$ cat config.mk
export PLATFORM = sky130hd
export DESIGN_NAME = timer_cfg_arbiter
export DESIGN_NICKNAME = d
export VERILOG_FILES = /design/src/rtl/timer_pkg.sv /design/src/rtl/timer_wr_strobe.sv /design/src/rtl/timer_cfg_arbiter.sv
export SDC_FILE = /design/constraint.sdc
export NUM_CORES = 1
export LEC_CHECK = 0
export ABC_AREA = 1
export CAP_MARGIN = 10
export CELL_PAD_IN_SITES_DETAIL_PLACEMENT = 2
export CELL_PAD_IN_SITES_GLOBAL_PLACEMENT = 2
export CORE_UTILIZATION = 30
export DETAILED_ROUTE_END_ITERATION = 7
export HOLD_SLACK_MARGIN = 0.12
export MAX_ROUTING_LAYER = met4
export PLACE_DENSITY_LB_ADDON = 0.15
export SETUP_SLACK_MARGIN = 0.1
export SLEW_MARGIN = 0
export SYNTH_ARGS = -nofsm -noshare
export SYNTH_HDL_FRONTEND = slang
export SYNTH_HIERARCHICAL = 1
export SYNTH_SLANG_ARGS = --single-unit
$ cat constraint.sdc
create_clock -name clock -period 5.15 [get_ports clock]
set_input_delay 0.515 -clock clock [delete_from_list [all_inputs] [get_ports clock]]
set_output_delay 0.515 -clock clock [all_outputs]
set_load 0.02 [all_outputs]
$ cat src/rtl/timer_pkg.sv
// Shared definitions for the hour/minute timer and its configuration write arbiter.
package timer_pkg;

  localparam int          CLK_FREQ    = 10_000_000;
  localparam logic [7:0]  MAX_HOUR    = 8'd23;
  localparam logic [7:0]  MAX_MINUTE  = 8'd59;
  localparam logic [15:0] ADDR_MINUTE = 16'h0000;
  localparam logic [15:0] ADDR_HOUR   = 16'h0001;

  typedef enum logic [2:0] {
    ST_IDLE,
    ST_MIN_LO,
    ST_MIN_HI,
    ST_HR_LO,
    ST_HR_HI,
    ST_DONE
  } arb_state_t;

  typedef enum logic [1:0] {
    PH_IDLE,
    PH_LO,
    PH_HI
  } strobe_phase_t;

  function automatic logic time_valid(input logic [7:0] hour, input logic [7:0] minute);
    return (hour <= MAX_HOUR) && (minute <= MAX_MINUTE);
  endfunction

endpackage

$ cat src/rtl/timer_wr_strobe.sv
// One timer write: w_n low for PULSE_LEN cycles, then high for HOLD cycles with t/addr held.
module timer_wr_strobe
  import timer_pkg::*;
#(
  parameter int PULSE_LEN = 2,
  parameter int HOLD      = 2
) (
  input  logic        clock,
  input  logic        rst_n,
  input  logic        start,
  input  logic [7:0]  data,
  input  logic [15:0] addr_in,
  output logic        w_n,
  output logic [7:0]  t,
  output logic [15:0] addr,
  output logic        lo_end,
  output logic        done
);

  localparam logic [15:0] LO_LAST = 16'(PULSE_LEN - 1);
  localparam logic [15:0] HI_LAST = 16'(HOLD - 1);

  strobe_phase_t r_phase, w_phase_next;
  logic [15:0]   r_cnt, w_cnt_next;
  logic [7:0]    r_t;
  logic [15:0]   r_addr;

  assign lo_end = (r_phase == PH_LO) && (r_cnt == LO_LAST);
  assign done   = (r_phase == PH_HI) && (r_cnt == HI_LAST);
  assign w_n    = (r_phase != PH_LO);
  assign t      = r_t;
  assign addr   = r_addr;

  // A start in the last HI cycle chains straight into the next LO phase.
  always_comb begin
    w_phase_next = r_phase;
    w_cnt_next   = r_cnt + 16'd1;
    if (start) begin
      w_phase_next = PH_LO;
      w_cnt_next   = '0;
    end else begin
      case (r_phase)
        PH_LO: if (lo_end) begin
          w_phase_next = PH_HI;
          w_cnt_next   = '0;
        end
        PH_HI: if (done) begin
          w_phase_next = PH_IDLE;
          w_cnt_next   = '0;
        end
        default: w_cnt_next = '0;
      endcase
    end
  end

  always_ff @(posedge clock) begin
    if (!rst_n) begin
      r_phase <= PH_IDLE;
      r_cnt   <= '0;
      r_t     <= '0;
      r_addr  <= '0;
    end else begin
      r_phase <= w_phase_next;
      r_cnt   <= w_cnt_next;
      if (start) begin
        r_t    <= data;
        r_addr <= addr_in;
      end
    end
  end

endmodule

$ cat src/rtl/timer_cfg_arbiter.sv
// Round-robin arbiter for two timer-configuration requesters; issues minute then hour writes.
module timer_cfg_arbiter
  import timer_pkg::*;
#(
  parameter int PULSE_LEN = 2,
  parameter int HOLD      = 2
) (
  input  logic        clock,
  input  logic        rst_n,
  input  logic [1:0]  req,
  input  logic [7:0]  req_hour0,
  input  logic [7:0]  req_hour1,
  input  logic [7:0]  req_min0,
  input  logic [7:0]  req_min1,
  output logic [1:0]  ack,
  output logic        err,
  output logic        busy,
  output logic        w_n,
  output logic        w_en_n,
  output logic [7:0]  t,
  output logic [15:0] addr
);

  arb_state_t  r_state, w_state_next;
  logic        r_prio;
  logic        r_grant;
  logic        r_err;
  logic [7:0]  r_hour;

  logic        w_grant;
  logic [7:0]  w_sel_hour, w_sel_min;
  logic        w_valid;
  logic        w_accept;
  logic        w_start;
  logic [7:0]  w_start_data;
  logic [15:0] w_start_addr;
  logic        w_lo_end, w_done;

  assign w_grant    = req[r_prio] ? r_prio : ~r_prio;
  assign w_sel_hour = w_grant ? req_hour1 : req_hour0;
  assign w_sel_min  = w_grant ? req_min1  : req_min0;
  assign w_valid    = time_valid(w_sel_hour, w_sel_min);
  assign w_accept   = (r_state == ST_IDLE) && (|req);

  timer_wr_strobe #(
    .PULSE_LEN (PULSE_LEN),
    .HOLD      (HOLD)
  ) u_strobe (
    .clock   (clock),
    .rst_n   (rst_n),
    .start   (w_start),
    .data    (w_start_data),
    .addr_in (w_start_addr),
    .w_n     (w_n),
    .t       (t),
    .addr    (addr),
    .lo_end  (w_lo_end),
    .done    (w_done)
  );

  always_comb begin
    w_state_next = r_state;
    w_start      = 1'b0;
    w_start_data = r_hour;
    w_start_addr = ADDR_HOUR;
    ack          = 2'b00;
    err          = 1'b0;
    busy         = (r_state != ST_IDLE);
    w_en_n       = 1'b1;
    case (r_state)
      ST_IDLE: if (w_accept) begin
        if (w_valid) begin
          w_start      = 1'b1;
          w_start_data = w_sel_min;
          w_start_addr = ADDR_MINUTE;
          w_state_next = ST_MIN_LO;
        end else begin
          w_state_next = ST_DONE;
        end
      end
      ST_MIN_LO: begin
        w_en_n = 1'b0;
        if (w_lo_end) w_state_next = ST_MIN_HI;
      end
      ST_MIN_HI: begin
        w_en_n = 1'b0;
        if (w_done) begin
          w_start      = 1'b1;
          w_state_next = ST_HR_LO;
        end
      end
      ST_HR_LO: begin
        w_en_n = 1'b0;
        if (w_lo_end) w_state_next = ST_HR_HI;
      end
      ST_HR_HI: begin
        w_en_n = 1'b0;
        if (w_done) w_state_next = ST_DONE;
      end
      ST_DONE: begin
        ack[r_grant] = 1'b1;
        err          = r_err;
        w_state_next = ST_IDLE;
      end
      default: w_state_next = ST_IDLE;
    endcase
  end

  always_ff @(posedge clock) begin
    if (!rst_n) begin
      r_state <= ST_IDLE;
      r_prio  <= 1'b0;
      r_grant <= 1'b0;
      r_err   <= 1'b0;
      r_hour  <= '0;
    end else begin
      r_state <= w_state_next;
      if (w_accept) begin
        // Pointer moves to the port just passed over so it wins the next tie.
        r_prio  <= ~w_grant;
        r_grant <= w_grant;
        r_err   <= ~w_valid;
        r_hour  <= w_sel_hour;
      end
    end
  end

endmodule

==> results of run 1 <==
## worst min-delay path by stage
stage / cells past startpoint / endpoint / from
2_1_floorplan: 1 / u_strobe/r_cnt[0] / u_strobe/r_cnt[0]
3_3_place_gp: 1 / u_strobe/r_cnt[0] / u_strobe/r_cnt[0]
3_5_place_dp: 1 / u_strobe/r_cnt[0] / u_strobe/r_cnt[0]
4_1_cts: 2 / u_strobe/r_phase[0] / u_strobe/r_phase[0]
5_1_grt: 2 / u_strobe/r_phase[0] / u_strobe/r_phase[0]
6_report: 2 / u_strobe/r_phase[0] / u_strobe/r_phase[0]
## kinds of logic after synthesis
kind of cell	Yosys count	synth area share, %
flops	56	38.5
xor+xnor	8	2.41
compound gates	61	11.8
mux	2	0.688
buf+inv	58	8.73
fa+ha+maj	4	1.72
simple gates	214	36.0
other cells	1	0.129
## layer usage
metal / part of all wire, % / track usage [%] / routed length (um) / vias up
met5: 0 / - / 0 / -
li1: - / - / - / 1403
met1: 49 / 24.2 / 4200 / 1322
met4: 0.69 / 3.34 / 59 / 0
met3: 3.6 / 3.47 / 307 / 6
met2: 47 / 29.7 / 3970 / 47
## metrics by stage
step / cells / hold slack, ns / utilization (%)
floorplan: 418 / 0.443 / -
global placement: 604 / 0.462 / 39.8
detailed placement: 604 / 0.471 / 39.8
CTS: 612 / 0.496 / 40.8
global route: 612 / 0.515 / 40.8
finish: 612 / 0.489 / 40.8
## layout by cell type, fill, tap and decap left out, types with 2 or more instances in the layout
master                            synthesis  final
sky130_fd_sc_hd__a21oi_1                 14     14
sky130_fd_sc_hd__a31oi_1                  2      2
sky130_fd_sc_hd__buf_4                    0      2
sky130_fd_sc_hd__clkbuf_8                 0      5
sky130_fd_sc_hd__clkdlybuf4s50_1          0     65
sky130_fd_sc_hd__conb_1                   1     15
sky130_fd_sc_hd__dfxtp_1                 56     56
sky130_fd_sc_hd__ha_1                     4      4
sky130_fd_sc_hd__inv_1                   41     41
sky130_fd_sc_hd__inv_2                    7      7
sky130_fd_sc_hd__mux2i_1                  2      2
sky130_fd_sc_hd__nand2_1                 60     60
sky130_fd_sc_hd__nand2_2                 13     13
sky130_fd_sc_hd__nand2_4                  2      2
sky130_fd_sc_hd__nand3_1                 17     17
sky130_fd_sc_hd__nand3_2                  2      2
sky130_fd_sc_hd__nand3b_1                 6      6
sky130_fd_sc_hd__nor2_1                  88     88
sky130_fd_sc_hd__nor2_2                  12     12
sky130_fd_sc_hd__nor2_4                   2      2
sky130_fd_sc_hd__nor3_1                   3      3
sky130_fd_sc_hd__nor3_2                   4      4
sky130_fd_sc_hd__o21ai_0                 35     35
sky130_fd_sc_hd__o21ai_2                  5      5
sky130_fd_sc_hd__xor2_1                   7      7
## power groups by stage
| stage | combinational [mW] | clock [mW] | sequential, mW |
|---|---|---|---|
| after floorplan | 0.360 | 0 | 0.536 |
| after global placement | 0.505 | 0 | 0.540 |
| after detailed placement | 0.525 | 0 | 0.542 |
| after CTS | 0.529 | 0.264 | 0.533 |
| after global routing | 0.583 | 0.279 | 0.540 |
| final | 0.520 | 0.253 | 0.533 |
## registers in the layout (all words and copies together), names as in the netlist
name	cells
r_err	1
r_grant	1
r_hour	8
r_prio	1
r_state	3
u_strobe/addr	16
u_strobe/r_cnt	16
u_strobe/r_phase	2
u_strobe/t	8
## worst register-to-register path, cell delays in order, from the launching register on
cell and delay (ns):
sky130_fd_sc_hd__dfxtp_1 0.37, sky130_fd_sc_hd__nor3_2 0.33, sky130_fd_sc_hd__inv_1 0.12, sky130_fd_sc_hd__a21oi_2 0.55
sky130_fd_sc_hd__nand4_4 0.37, sky130_fd_sc_hd__o21ai_1 0.20, sky130_fd_sc_hd__buf_4 0.28, sky130_fd_sc_hd__inv_2 0.24
sky130_fd_sc_hd__nand2_2 0.15, sky130_fd_sc_hd__nor2_2 0.06, sky130_fd_sc_hd__nand3_4 0.22, sky130_fd_sc_hd__nor3b_2 0.09
## layout make-up
cell class | instances | area, sq um
fill | 1124 | 5530
clock buffer | 6 | 72.6
tap | 129 | 161
inverter | 48 | 180
multi-input combinational | 304 | 1590
timing repair buffer | 67 | 666
sequential | 56 | 1120
clock inverter | 2 | 13.8
==> metrics.yaml, run 1 <==
synthesis:
  synth.most_common_cell: "sky130_fd_sc_hd__nor2_1"
  post_synth_num_cell_types: 39
  syn-instance-count: 404
  synthesis.area_per_instance_sq_um: 7.20
  synthDominantCellAreaShare_pct: 38.5
  netlist_top_cells_area: "sky130_fd_sc_hd__dfxtp_1 39%, sky130_fd_sc_hd__nor2_1 11%, sky130_fd_sc_hd__nand2_1 7.7%, sky130_fd_sc_hd__o21ai_0 6.0%, sky130_fd_sc_hd__inv_1 5.3%"
  synth_top_flop_cell: "sky130_fd_sc_hd__dfxtp_1"
  syn-cell-area_sq_mm: 0.00291
  async_flop_share_pct: 0
  ys.warnings.count: 6
  synth.top_cells.by_count: "88 x sky130_fd_sc_hd__nor2_1, 60 x sky130_fd_sc_hd__nand2_1, 56 x sky130_fd_sc_hd__dfxtp_1"
  synth-edff-count: 0
  synth.yosys.seq_area_share_pct: 38.5
  ys_ff_latch: 56
  synth_top_cell_by_area: "sky130_fd_sc_hd__dfxtp_1"
worst_setup_path:
  worst_ep_required_time_ns: 5.40
  timing.critical_path.to_type: "flip-flop"
  cpLargestDelayFamily: "simple AND/OR/NAND/NOR gates"
  cp.buffers_inverters: 4
  worst-path-max-fanout: 26
  setup.worst_path.start_class: "primary input"
  crit_path_end: "u_strobe/r_cnt[12]"
  timing.critical_path.slowest_cell_delay_ns: 0.52
  reg2reg_setup_slack_ns: 2.08
  timing.critical_path.mode_cell: "sky130_fd_sc_hd__nand2_1"
  worst-endpoint-arrival_ns: 3.47
  worst_setup_path_startpoint: "req[1]"
  reg2regPathDepth: 11
  timing.setup.critical_path_class: "primary input to flip-flop"
  timing.rr.start: "r_state[1]"
  worst_path_slowest_cell: "sky130_fd_sc_hd__clkdlybuf4s50_1"
  cell_depth_of_the_worst_setup_path: 16
  critical_path.cell_chain: "clkdlybuf4s50_1 > inv_2 > nand2_1 > nand2_2 > nand2_1 > nand2_1 > nor2_1 > nand2_1 > nand4_4 > o21ai_1 > buf_4 > inv_2 > nand2_2 > nor2_2 > nand3_4 > nor3b_2"
  r2r_end: "u_strobe/r_cnt[12]"
power_and_ir_drop:
  share_clk_of_total_power_pct: 19.4
  worst_case_vdd_ir_drop_v: 0.000131
  finalPower_mw: 1.31
  p_int_uw: 774
  total_switching_power_uw: 533
  power_frac_comb_pct: 39.8
  power_density_of_the_placed_cells_mw_per_mm2: 344
  leakagePower_nw: 1.60
  power.switching_fraction_pct: 40.8
  power.share.sequential_pct: 40.8
sta:
  maxSlewHeadroom_pct: 52.5
  post-route-period-util_pct: 62.5
  fin_tns_setup_ns: 0
  max_slew.worst_pin.slew_ns: 0.712
  final-max-slew-violation-count: 0
  setup_repair_after_global_routing_missed_its_margin: "no"
  finalHoldViolCount: 0
  post-route-min-period_ns: 3.22
  fmaxAchievable_mhz: 311
  fin_skew_ns: 0.00508
  setup-violations-final: 0
  setup_ws_ns: 1.93
hold_path:
  worst_min_delay_path_class: "flip-flop to flip-flop"
route:
  wirelength_um: 8540
  routed-via-count: 2778
  antenna_left: 0
  drc: 0
  route.detailed.wl_per_inst_um: 14.0
  routed_via_density: 4.54
  detailedRoute.firstIterationViolations: 82
  first_pass_iteration_count_of_the_detailed_router: 4
clocking:
  cts_max_level: 2
  max-clock-path-buffers: 2
  cts_post_setup_buffers_inserted: 0
  tritoncts: "done"
  cts_inserted_buffers: 5
  clkLatencyLatePin_ns: 0.31
  clk_pin_slew_ns: 0.11
  cts.hold.buffers_added: 0
  cts_root_buffer: "sky130_fd_sc_hd__clkbuf_8"
  post_cts_resized: 0
  clkSinkCount: 56
finish:
  drive_above_1_share_pct: 13.3
  layout-area-overhead-vs-synth_pct: 30.7
  finish.instance_area_sq_mm: 0.00380
  nets: 522
  num_antenna_cells: 0
grt:
  grt_start_max_net_pins: 27
  grt_pass1_vias: 3018
  grt_pass1_wl_um: 14300
  antenna_found_initial: 0
  grt_overflow: 0
  grtUsageTotal_pct: 18.4
flow_run:
  drv_cap: 0
placement:
  placement.cell_area_sq_mm: 0.00371
  place.gp.congestion: 0.800
  post-place-ws_ns: 1.58
  dp.final_hpwl_um: 6570
  port_bufs: 65
floorplan:
  die-area_sq_mm: 0.0101
  ios: 66
  design.core.area_sq_mm: 0.00933
  die_y_um: 100
  floorplan.initialDensity_pct: 31.2
  floorplan.die.width_um: 100
  rows: 35
run_status:
  outcome: "complete, no violations"
No activity file was read; power rests on OpenSTA's default activity.
==> run 2: changes to the inputs <==
--- a/config.mk
+++ b/config.mk
@@ -9,7 +9,7 @@
 export CAP_MARGIN = 10
 export CELL_PAD_IN_SITES_DETAIL_PLACEMENT = 2
 export CELL_PAD_IN_SITES_GLOBAL_PLACEMENT = 2
-export CORE_UTILIZATION = 30
+export CORE_UTILIZATION = 28
 export DETAILED_ROUTE_END_ITERATION = 7
 export HOLD_SLACK_MARGIN = 0.12
 export MAX_ROUTING_LAYER = met4
==> constraint.sdc (replaced) <==
create_clock -name clock -period 3.07 [get_ports clock]
set_input_delay 0.307 -clock clock [delete_from_list [all_inputs] [get_ports clock]]
set_output_delay 0.307 -clock clock [all_outputs]
set_load 0.02 [all_outputs]
==> metrics.yaml, run 2 (synthesis results as in run 1) <==
sta:
  post-route-period-util_pct: 75.5
  maxSlewHeadroom_pct: 55.8
  fin_tns_setup_ns: 0
  finalHoldViolCount: 0
  max_slew.worst_pin.slew_ns: 0.661
  fin_skew_ns: 0.00764
  setup_repair_after_global_routing_missed_its_margin: "no"
  post-route-min-period_ns: 2.32
  fmaxAchievable_mhz: 432
  final-max-slew-violation-count: 0
  setup-violations-final: 0
clocking:
  cts_inserted_buffers: 5
  max-clock-path-buffers: 2
  cts_max_level: 2
  tritoncts: "done"
  clkSinkCount: 56
  clkLatencyLatePin_ns: 0.32
  post_cts_resized: 0
  clk_pin_slew_ns: 0.11
  cts.hold.buffers_added: 0
  cts_root_buffer: "sky130_fd_sc_hd__clkbuf_8"
  cts_post_setup_buffers_inserted: 0
route:
  routed-via-count: 2836
  antenna_left: 0
  met3RoutedLength_um: 236
  detailedRoute.firstIterationViolations: 54
  routed_via_density: 4.57
  top_layer: "met4"
  met2RoutedLength_um: 4390
  first_pass_iteration_count_of_the_detailed_router: 4
  detail_route.wirelength.met1_um: 4160
  wirelength_um: 8840
  drc: 0
  route.detailed.wl_per_inst_um: 14.3
worst_setup_path:
  worst-endpoint-arrival_ns: 2.57
  critical_path.cell_chain: "clkdlybuf4s50_1 > inv_2 > nand2_1 > nand2_2 > nand2_1 > nand2_1 > nor2_1 > nand2_1 > nand4_4 > o21ai_1 > inv_2 > nand2_2 > nor2_2 > nand3_4 > nor3_2"
  cpLargestDelayFamily: "simple AND/OR/NAND/NOR gates"
  worst_path_slowest_cell: "sky130_fd_sc_hd__clkdlybuf4s50_1"
  worst-path-max-fanout: 16
  cp.buffers_inverters: 3
  timing.critical_path.to_type: "flip-flop"
  timing.setup.critical_path_class: "primary input to flip-flop"
  timing.critical_path.slowest_cell_delay_ns: 0.52
  setup.worst_path.start_class: "primary input"
  timing.critical_path.mode_cell: "sky130_fd_sc_hd__nand2_1"
  worst_ep_required_time_ns: 3.32
finish:
  most_frequent_standard_cell_in_the_layout_excluding_fill_and_tap_cells: "sky130_fd_sc_hd__nor2_1"
  drive_above_1_share_pct: 14.2
  finish.instance_area_sq_mm: 0.00384
  nets: 526
  num_antenna_cells: 0
  layout-area-overhead-vs-synth_pct: 32.2
  mostFrequentLayoutCells: "88 x sky130_fd_sc_hd__nor2_1, 65 x sky130_fd_sc_hd__clkdlybuf4s50_1, 60 x sky130_fd_sc_hd__nand2_1"
  final-instance-count-excl-fill: 620
power_and_ir_drop:
  power_density_of_the_placed_cells_mw_per_mm2: 578
  leakagePower_nw: 1.62
  worst_case_vdd_ir_drop_v: 0.000250
grt:
  grtUsageTotal_pct: 17.4
  grt_pass1_vias: 3093
  grt_start_max_net_pins: 26
  grt_overflow: 0
  antenna_found_initial: 0
  grt_pass1_wl_um: 14900
floorplan:
  design.core.area_sq_mm: 0.00991
  floorplan.die.width_um: 104
  die_y_um: 104
  ios: 66
  rows: 36
  floorplan.initialDensity_pct: 29.4
  die-area_sq_mm: 0.0108
placement:
  placement.cell_area_sq_mm: 0.00375
  port_bufs: 65
  placedCellCount: 612
  place.gp.congestion: 0.813
  dp.final_hpwl_um: 6820
hold_path:
  worst_min_delay_path_class: "flip-flop to flip-flop"
run_status:
  outcome: "complete, no violations"
flow_run:
  drv_cap: 0
## run 2: worst min-delay path, delay by kind of cell (launching register included)
family,cells,cell delay (ns)
flops,1,0.33
simple gates,1,0.06
compound gates,1,0.06
## run 2: stage by stage
stage	util [%]	power, mW	setup slack (ns)	hold slack [ns]
final	38.8	2.22	0.753	0.498
after global routing	38.8	2.38	0.509	0.517
after floorplan	-	1.50	0.924	0.434
after detailed placement	37.8	1.80	0.377	0.470
after global placement	37.8	1.77	0.570	0.461
after CTS	38.8	2.27	0.725	0.503
## run 2: power breakdown
group          total (mW)  leakage (nW)  internal [mW]  switching, mW
combinational       0.884          1.12          0.327          0.557
clock               0.444        0.0423          0.167          0.277
sequential          0.896         0.454          0.819         0.0767
## run 2: worst paths after layout
check | start | end | slack, ns | depth (start not counted)
max reg2reg | r_prio | u_strobe/r_cnt[15] | 0.88 | 14
min | r_hour[1] | r_hour[1] | 0.50 | 2
max | req[1] | u_strobe/r_cnt[15] | 0.75 | 15
min reg2reg | r_hour[1] | r_hour[1] | 0.50 | 2
## run 2: metal layers
metal  track usage [%]  up-vias
li1                  -     1420
met1              21.7     1372
met2              30.0       39
met3              2.82        5
met4              3.06        0
met5                 -        -
## run 2: cell type report
| cell class | instances | area, sq um |
|---|---|---|
| Clock buffer | 5 | 68.8 |
| Sequential cell | 56 | 1120 |
| Fill cell | 1199 | 6060 |
| Inverter | 48 | 180 |
| Tap cell | 133 | 166 |
| Timing Repair Buffer | 71 | 696 |
| Multi-Input combinational cell | 304 | 1590 |
| Clock inverter | 3 | 26.3 |
==> run 3: changes to the inputs <==
--- a/config.mk
+++ b/config.mk
@@ -9,7 +9,7 @@
 export CAP_MARGIN = 10
 export CELL_PAD_IN_SITES_DETAIL_PLACEMENT = 2
 export CELL_PAD_IN_SITES_GLOBAL_PLACEMENT = 2
-export CORE_UTILIZATION = 28
+export CORE_UTILIZATION = 25
 export DETAILED_ROUTE_END_ITERATION = 7
 export HOLD_SLACK_MARGIN = 0.12
 export MAX_ROUTING_LAYER = met4
==> constraint.sdc (replaced) <==
create_clock -name clock -period 2.04 [get_ports clock]
set_input_delay 0.204 -clock clock [delete_from_list [all_inputs] [get_ports clock]]
set_output_delay 0.204 -clock clock [all_outputs]
set_load 0.02 [all_outputs]
==> metrics.yaml, run 3 (synthesis results as in run 1) <==
floorplan:
  floorplan.die.width_um: 110
  rows: 39
  ios: 66
  floorplan.initialDensity_pct: 25.6
  die-area_sq_mm: 0.0121
  design.core.area_sq_mm: 0.0114
  die_y_um: 110
power_and_ir_drop:
  leakagePower_nw: 1.86
  power.switching_fraction_pct: 38.0
  total_switching_power_mw: 1.49
  worst_case_vdd_ir_drop_v: 0.000398
  p_int_mw: 2.44
  power_frac_comb_pct: 42.8
  power_density_of_the_placed_cells_mw_per_mm2: 902
  power.share.sequential_pct: 34.5
  share_clk_of_total_power_pct: 22.7
  finalPower_mw: 3.94
clocking:
  clk_pin_slew_ns: 0.07
  cts.hold.buffers_added: 0
  clkLatencyLatePin_ns: 0.29
  cts_inserted_buffers: 5
  cts_root_buffer: "sky130_fd_sc_hd__clkbuf_16"
  tritoncts: "done"
  cts_max_level: 2
  max-clock-path-buffers: 2
  clkSinkCount: 56
sta:
  fin_skew_ns: 0.00517
  post-route-period-util_pct: 94.2
  finalHoldViolCount: 0
  fin_tns_setup_ns: 0
  setup_repair_after_global_routing_missed_its_margin: "yes"
  post-route-min-period_ns: 1.92
  setup-violations-final: 0
  final-max-slew-violation-count: 0
  fmaxAchievable_mhz: 521
placement:
  port_bufs: 65
  dp.final_hpwl_um: 7000
  place.gp.congestion: 0.775
grt:
  grt_pass1_vias: 3105
  grt_start_max_net_pins: 33
  grt_pass1_wl_um: 14700
  antenna_found_initial: 0
  grtUsageTotal_pct: 16.3
  grt_overflow: 0
worst_setup_path:
  setup.worst_path.start_class: "flip-flop"
  timing.setup.critical_path_class: "flip-flop to flip-flop"
  cell_depth_of_the_worst_setup_path: 16
  cpLargestDelayFamily: "simple AND/OR/NAND/NOR gates"
  worst_path_slowest_cell: "sky130_fd_sc_hd__dfxtp_4"
  cp.buffers_inverters: 4
  worst_ep_required_time_ns: 2.26
  critical_path.cell_chain: "inv_6 > nand2_8 > nand2_8 > buf_4 > nand2_4 > nand2_2 > nand2_2 > nor2_4 > nand4_4 > o21ai_4 > inv_2 > nand2_4 > nor2_4 > nand3_4 > buf_12 > nor3_4"
  timing.critical_path.to_type: "flip-flop"
  reg2regPathDepth: 16
  timing.critical_path.slowest_cell_delay_ns: 0.40
  worst-endpoint-arrival_ns: 2.14
  worst-path-max-fanout: 9
route:
  drc: 0
  antenna_left: 0
  routed-via-count: 2972
  detailedRoute.firstIterationViolations: 46
  first_pass_iteration_count_of_the_detailed_router: 4
  route.detailed.wl_per_inst_um: 14.5
  routed_via_density: 4.49
  wirelength_um: 9600
hold_path:
  hold_path_depth: 2
  worst_min_delay_path_class: "flip-flop to flip-flop"
run_status:
  outcome: "complete, no violations"
finish:
  num_antenna_cells: 0
  mostFrequentLayoutCells: "76 x sky130_fd_sc_hd__nor2_1, 61 x sky130_fd_sc_hd__clkdlybuf4s50_1, 53 x sky130_fd_sc_hd__dfxtp_1"
  nets: 558
  most_frequent_standard_cell_in_the_layout_excluding_fill_and_tap_cells: "sky130_fd_sc_hd__nor2_1"
  layout-area-overhead-vs-synth_pct: 49.9
  final.fill_count: 1345
  drive_above_1_share_pct: 24.9
flow_run:
  drv_cap: 0
==> run 3: cell types whose count changed in the layout (fill, tap and decap cells not counted), sizes merged <==
cell / previous run / this run
dlygate4sd2: 0 / 1
nand2: 76 / 77
dlymetal6s2s: 0 / 3
clkinvlp: 2 / 0
buf: 6 / 37
clkdlybuf4s50: 65 / 61
clkbuf: 5 / 7
==> run 3: area by class of cell <==
class	count	area, sq um	share of cell area [%]
flip-flops and latches	56	1130	25.8
inverters	48	185	4.25
multi-input cells	305	1760	40.3
repair buffers	102	962	22.1
clock buffers	7	143	3.27
well taps	143	179	4.10
clock inverters	1	6.26	0.143
==> run 3: routing by layer <==
metal	GRT usage [%]	wire length [um]
met1	18.3	4080
met2	30.3	5200
met3	2.37	269
met4	3.14	48
met5	-	0
==> run 3: final timing paths <==
| check | startpoint | slack [ns] | end |
|---|---|---|---|
| setup / recovery | r_prio | 0.12 | u_strobe/r_cnt[15] |
| hold / removal | r_hour[2] | 0.48 | r_hour[2] |
| setup reg to reg | r_prio | 0.12 | u_strobe/r_cnt[15] |
| hold reg to reg | r_hour[2] | 0.48 | r_hour[2] |
==> run 3: power by group through the flow <==
| stage | sequential, mW | clock (mW) | combinational (mW) |
|---|---|---|---|
| floorplan | 1.37 | 0 | 0.952 |
| global placement | 1.37 | 0 | 1.48 |
| detailed placement | 1.38 | 0 | 1.51 |
| CTS | 1.36 | 0.938 | 1.53 |
| global route | 1.38 | 0.966 | 1.86 |
| finish | 1.36 | 0.893 | 1.68 |
==> run 3: worst reg2reg max path, delay by kind of cell (launching register included) <==
kind                   cells  cell delay, ns
AND/OR/NAND/NOR           11            0.93
AO/OA/AOI/OAI              1            0.07
buffers and inverters      4            0.45
flip-flops                 1            0.40
==> run 3: what timing repair did <==
item / CTS / global route
pin swaps: 0 / 15
resized for setup: 7 / 39
gates cloned: 0 / 1
buffers inserted: 2 / 11
setup endpoints to repair: 42 / 45
==> run 3: metrics by stage <==
| stage | hold slack [ns] | area [sq um] | instances | worst slack (ns) | util (%) |
|---|---|---|---|---|---|
| 6_report | 0.483 | 4360 | 662 | 0.119 | 38.4 |
| 5_1_grt | 0.514 | 4360 | 662 | -0.00584 | 38.4 |
| 4_1_cts | 0.488 | 4150 | 650 | 0.0895 | 36.5 |
| 3_5_place_dp | 0.473 | 3950 | 640 | -0.322 | 34.7 |
| 3_3_place_gp | 0.465 | 3950 | 640 | -0.223 | 34.7 |
| 2_1_floorplan | 0.331 | 3010 | 418 | 0.0639 | - |
